**src/rtl/usb_ctrl_pkg.sv**
```systemverilog
// Shared types and constants for the EP0 control sequencer.
// States, standard request codes and descriptor types.
package usb_ctrl_pkg;

  typedef enum logic [2:0] {
    ST_IDLE,
    ST_DECODE,
    ST_DATA_IN,
    ST_STATUS_IN,
    ST_STALL
  } ep0State_e;

  localparam logic [7:0] REQ_GET_STATUS        = 8'd0;
  localparam logic [7:0] REQ_SET_ADDRESS       = 8'd5;
  localparam logic [7:0] REQ_GET_DESCRIPTOR    = 8'd6;
  localparam logic [7:0] REQ_SET_CONFIGURATION = 8'd9;

  localparam logic [1:0] TYPE_STANDARD = 2'd0;
  localparam logic [4:0] RECIP_DEVICE  = 5'd0;

  localparam logic [7:0] DESC_DEVICE = 8'd1;
  localparam logic [7:0] DESC_CONFIG = 8'd2;
  localparam logic [7:0] DESC_STRING = 8'd3;

endpackage

```
**src/rtl/ep0_request_ctrl.sv**
```systemverilog
// EP0 request sequencer: decodes a setup packet and runs the
// data/status stages, owning device address and config state.
module ep0_request_ctrl
  import usb_ctrl_pkg::*;
#(
  parameter int MAX_PKT = 8,
  parameter int ADDR_W  = 8
) (
  input  logic                     clk,
  input  logic                     reset,
  input  logic                     usb_reset,
  input  logic                     setup_done,
  input  logic                     bmRequestTypeDPTD,
  input  logic [1:0]               bmRequestTypeType,
  input  logic [4:0]               bmRequestTypeRecipient,
  input  logic [7:0]               bRequest,
  input  logic [15:0]              wValue,
  input  logic [15:0]              wIndex,
  input  logic [15:0]              wLength,
  input  logic                     desc_found,
  input  logic [ADDR_W-1:0]        desc_base,
  input  logic [7:0]               desc_len,
  input  logic                     in_token,
  input  logic                     out_token,
  input  logic                     host_ack,
  output logic                     setup_clear,
  output logic [$clog2(MAX_PKT):0] tx_len,
  output logic [ADDR_W-1:0]        desc_addr,
  output logic                     resp_data,
  output logic                     resp_stall,
  output logic [6:0]               dev_addr,
  output logic                     configured
);

  localparam int PKT_LSB = $clog2(MAX_PKT);
  localparam int TW      = PKT_LSB + 1;

  ep0State_e         state;
  ep0State_e         stateNext;
  logic [15:0]       remaining;
  logic [15:0]       remainingNext;
  logic [ADDR_W-1:0] ptr;
  logic [ADDR_W-1:0] ptrNext;
  logic              needZlp;
  logic              needZlpNext;
  logic [6:0]        pendAddr;
  logic [6:0]        pendAddrNext;
  logic              pendCfg;
  logic              pendCfgNext;
  logic              pendIsAddr;
  logic              pendIsAddrNext;
  logic [6:0]        devAddrNext;
  logic              configuredNext;

  logic              isStd;
  logic              getDescOk;
  logic              setAddrOk;
  logic              setCfgOk;
  logic [15:0]       descLen16;
  logic [15:0]       minLen;
  logic              zlpCalc;
  logic [TW-1:0]     pktLen;
  logic              unusedSigs;

  // In-token retries need no action: outputs only move on host_ack.
  assign unusedSigs = ^{in_token, wIndex};

  assign isStd = (bmRequestTypeType == TYPE_STANDARD)
              && (bmRequestTypeRecipient == RECIP_DEVICE);

  assign getDescOk = (bRequest == REQ_GET_DESCRIPTOR)
                  && bmRequestTypeDPTD && desc_found;

  assign setAddrOk = (bRequest == REQ_SET_ADDRESS)
                  && !bmRequestTypeDPTD
                  && (wLength == 16'd0)
                  && (wValue[15:7] == 9'd0);

  assign setCfgOk = (bRequest == REQ_SET_CONFIGURATION)
                 && !bmRequestTypeDPTD
                 && (wLength == 16'd0)
                 && (wValue[7:1] == 7'd0);

  assign descLen16 = {8'd0, desc_len};
  assign minLen = (wLength < descLen16) ? wLength : descLen16;

  // A full last packet is ambiguous to the host unless a ZLP follows.
  assign zlpCalc = (descLen16 < wLength)
                && (desc_len[PKT_LSB-1:0] == '0);

  assign pktLen = (remaining >= 16'(MAX_PKT))
                ? TW'(MAX_PKT) : remaining[TW-1:0];

  always_comb begin
    setup_clear = 1'b0;
    resp_data   = 1'b0;
    resp_stall  = 1'b0;
    tx_len      = '0;
    desc_addr   = '0;
    unique case (state)
      ST_DECODE: setup_clear = 1'b1;
      ST_DATA_IN: begin
        resp_data = (remaining != 16'd0) || needZlp;
        tx_len    = pktLen;
        desc_addr = ptr;
      end
      ST_STATUS_IN: resp_data  = 1'b1;
      ST_STALL:     resp_stall = 1'b1;
      default: ;
    endcase
  end

  always_comb begin
    stateNext      = state;
    remainingNext  = remaining;
    ptrNext        = ptr;
    needZlpNext    = needZlp;
    pendAddrNext   = pendAddr;
    pendCfgNext    = pendCfg;
    pendIsAddrNext = pendIsAddr;
    devAddrNext    = dev_addr;
    configuredNext = configured;

    unique case (state)
      ST_DECODE: begin
        unique case (1'b1)
          !isStd: stateNext = ST_STALL;
          isStd && getDescOk: begin
            stateNext     = ST_DATA_IN;
            remainingNext = minLen;
            ptrNext       = desc_base;
            needZlpNext   = zlpCalc;
          end
          isStd && setAddrOk: begin
            stateNext      = ST_STATUS_IN;
            pendAddrNext   = wValue[6:0];
            pendIsAddrNext = 1'b1;
          end
          isStd && setCfgOk: begin
            stateNext      = ST_STATUS_IN;
            pendCfgNext    = wValue[0];
            pendIsAddrNext = 1'b0;
          end
          default: stateNext = ST_STALL;
        endcase
      end
      ST_DATA_IN: begin
        if (out_token) begin
          stateNext = ST_IDLE;
        end else if (host_ack) begin
          if (remaining != 16'd0) begin
            remainingNext = remaining - 16'(pktLen);
            ptrNext       = ptr + ADDR_W'(pktLen);
          end else begin
            needZlpNext = 1'b0;
          end
        end
      end
      ST_STATUS_IN: begin
        // Address changes only once the status stage is acked.
        if (host_ack) begin
          stateNext = ST_IDLE;
          if (pendIsAddr) devAddrNext = pendAddr;
          else configuredNext = pendCfg;
        end
      end
      default: ;
    endcase

    if (setup_done) begin
      stateNext     = ST_DECODE;
      remainingNext = '0;
      needZlpNext   = 1'b0;
      devAddrNext   = dev_addr;
      configuredNext = configured;
    end

    if (usb_reset) begin
      stateNext      = ST_IDLE;
      remainingNext  = '0;
      ptrNext        = '0;
      needZlpNext    = 1'b0;
      pendAddrNext   = '0;
      pendCfgNext    = 1'b0;
      pendIsAddrNext = 1'b0;
      devAddrNext    = '0;
      configuredNext = 1'b0;
    end
  end

  always_ff @(posedge clk or negedge reset) begin
    if (!reset) begin
      state      <= ST_IDLE;
      remaining  <= '0;
      ptr        <= '0;
      needZlp    <= 1'b0;
      pendAddr   <= '0;
      pendCfg    <= 1'b0;
      pendIsAddr <= 1'b0;
      dev_addr   <= '0;
      configured <= 1'b0;
    end else begin
      state      <= stateNext;
      remaining  <= remainingNext;
      ptr        <= ptrNext;
      needZlp    <= needZlpNext;
      pendAddr   <= pendAddrNext;
      pendCfg    <= pendCfgNext;
      pendIsAddr <= pendIsAddrNext;
      dev_addr   <= devAddrNext;
      configured <= configuredNext;
    end
  end

endmodule

```
**config.mk**
```make
export PLATFORM = sky130hd
export DESIGN_NAME = ep0_request_ctrl
export DESIGN_NICKNAME = d
export VERILOG_FILES = /design/src/rtl/usb_ctrl_pkg.sv /design/src/rtl/ep0_request_ctrl.sv
export SDC_FILE = /design/constraint.sdc
export NUM_CORES = 1
export LEC_CHECK = 0
export CAP_MARGIN = 10
export CELL_PAD_IN_SITES_DETAIL_PLACEMENT = 0
export CELL_PAD_IN_SITES_GLOBAL_PLACEMENT = 1
export CORE_UTILIZATION = 30
export CTS_BUF_LIST = sky130_fd_sc_hd__clkbuf_8
export DETAILED_ROUTE_END_ITERATION = 10
export PLACE_DENSITY = 0.72
export SYNTH_ARGS = -nofsm -noshare
export SYNTH_HDL_FRONTEND = slang
export SYNTH_SLANG_ARGS = --single-unit
```
**constraint.sdc**
```tcl
create_clock -name clk -period 5.14 [get_ports clk]
set_input_delay 0.771 -clock clk [delete_from_list [all_inputs] [get_ports clk]]
set_output_delay 0.771 -clock clk [all_outputs]
set_load 0.03 [all_outputs]
```
==> results.md <==
* RePlAce Congestion at 0.8164
* Syn Inst Count at 385
* RSZ-0062 raised after global routing: no
* Slew Limit Headroom at 29.11%
* Leading post-synthesis cells by cell area: dfrtp_1 (35%), mux2i_1 (5.2%), nor2_1 (5.1%), ha_1 (5.0%), nand2_1 (3.8%)
* Die Wd at 106.3 microns
* Syn nets at 487
* Pins Over Slew Limit at 0
* TNS Setup at 0 ns
* Yosys cell types at 66
* Die H at 106.3 microns
* Crit path launch type: register
* Seq/Total Area, Yosys at 34.51%
* Commonest non-fill, non-tap cells in the layout: clkdlybuf4s50_1 (92), dfrtp_1 (45), nor2_1 (44)
* Hpwl dp at 7143 microns
* Post-synth top area share at 34.51%
* P_leak at 1.794 nW
* Number of port buffers at 93
* Final setup vio count at 0
* Total routed wirelength at 9360 microns
* Synthesized area per cell at 8.476 sq um
* Sink Count at 45
* Clk buf depth at 2
* FMAX at 262.3 MHz
* Layout area overhead at 34.89%
* Vias in the first global route at 3236
* Fraction of layout cells with a size suffix above 1 at 6.596%
* Total Routing Usage GR at 17.49%
* ANT nets after route at 0
* Iter 0 DRT Violations at 104
* Number of remaining DRC errors at 0
* Synthesized flop and latch total at 45
* Number of enable flip-flop cells after synthesis at 0
* Hold_buf cts at 0
* Antenna violations before repair at 0
* TritonCTS clock tree: built
* Final Hold Vio Count at 0
* Final worst path period share at 74.16%
* Worst slew pin tran at 1.063 ns
* Synth area leader: dfrtp_1
* Fill cells at 1102
* Hold Crit Class: reg2reg
* Worst setup path class: reg2out
* Tot Pwr at 0.7448 mW
* Synth Warn # at 0
* Largest net degree at the start of global routing at 46
* Maximum VDD drop at 0.09214 mV
* Area of the core at 10420 sq um
* CTS root buffer: clkbuf_8
* Die Footprint at 11300 sq um
* Ant diodes at 0
* I/O pin count at 111
* CP required at 4.37 ns
* CP max FO at 12
* Status: finished clean
* Routed len/inst at 15.45 microns
* Setup crit end kind: output port
* H-tree depth at 2
* Gr ovfl total at 0
* Row count at 37
* Worst skew pair latency at 0.30 ns
* PostCTS Resize Cnt at 0
* Vias at 3158
* WP data arrival at 3.04 ns
* Hold_ws at 0.5283 ns
* NumNets Final at 571
* Max-cap viol count at 0
* First-pass GRT wire length at 15700 microns
* Clock skew at 0.01194 ns
* Period minus WS final at 3.812 ns
* Most common cell after layout, fill and taps aside: clkdlybuf4s50_1
* Initial Util at 31.33%
* Clock slew at reported path FFs at 0.09 ns
* Predominant post-synthesis flop cell: dfrtp_1
* Setup Buffers After CTS at 0
* Ys async rst share at 100.0%
* Mapped cell area at 3263 sq um
* First-pass iteration count of the detailed router at 4
* CTS buffer count at 5
* Power Density at 169.2 nW/um^2
* Vias per inst at 5.211
## path summary, 6_finish.rpt
path,from,end,slack (ns),depth (start not counted)
worst max-delay path,remaining[4],tx_len[1],1.33,5
worst min-delay path,remaining[15],remaining[15],0.53,2
worst max register to register,remaining[4],ptr[6],1.59,12
worst min register to register,remaining[15],remaining[15],0.53,2
max in group asynchronous,reset,ptr[7],3.83,1
min in group asynchronous,reset,remaining[4],0.63,1
## stage by stage
stage	util (%)	std cells	worst slack [ns]	instance area, sq um
2_1_floorplan	-	385	2.048	3263
3_3_place_gp	41.19	598	1.610	4290
3_5_place_dp	41.19	598	1.617	4290
4_1_cts	42.26	606	1.295	4402
5_1_grt	42.26	606	1.118	4402
6_report	42.26	606	1.328	4402
## routing by layer
| metal | global-route usage (%) | share of wire, % |
|---|---|---|
| met4 | 3.968 | 0.99 |
| met2 | 29.64 | 49 |
| met3 | 4.476 | 4.7 |
| met5 | 0 | 0 |
| met1 | 22.21 | 45 |
## kinds of logic after synthesis
kind of cell	Yosys count	synth area share, %
adders and majority gates	14	5.598
buffers and inverters	35	4.754
muxes	23	7.285
and+or+nand+nor	166	26.50
other	1	0.1149
AOI/OAI and AO/OA	99	20.71
xor gates and xnor gates	2	0.5369
DFF	45	34.51
## synth_stat cells, types with 4 or more instances
master    count
dfrtp_1      45
nor2_1       44
nand2_1      33
a21oi_1      23
o21ai_0      20
mux2i_1      17
nor3_1       16
a211oi_1     14
and2_1       14
inv_1        14
ha_1         13
nor4_1       13
clkbuf_1     12
a31oi_1       6
mux2_2        6
nand3_1       6
nor2b_1       6
and3_1        5
nand4_1       5
buf_2         4
nand2b_1      4
o211ai_1      4
## sequential cells by signal, summed over array words and instances, names as in the netlist
| signal | cells |
|---|---|
| needZlp | 1 |
| state | 3 |
| pendAddr | 7 |
| configured | 1 |
| pendCfg | 1 |
| remaining | 16 |
| ptr | 8 |
| pendIsAddr | 1 |
| dev_addr | 7 |
## where the power goes
group,internal (mW),switching [mW]
Clock,0.144,0.129
Sequential,0.355,0.00174
Combinational,0.0663,0.0488
## worst max-delay path, stage by stage, from the launching register on
cell and delay (ns):
dfrtp_1 0.49, or4_1 0.66, nor4_4 0.53, nand2_1 0.24, nor2_1 0.14, clkdlybuf4s50_1 0.67
## cell type report
cell class              instances  area, sq um  share of cell area, %
clock inverters                 3        42.54                 0.9665
inverters                      15        56.30                  1.279
clock buffers                   5        68.82                  1.563
flip-flops and latches         45         1126                  25.58
well taps                     136        170.2                  3.866
multi-input cells             305         1982                  45.03
repair buffers                 97        955.9                  21.72
No activity file was read; power rests on OpenSTA's default activity.
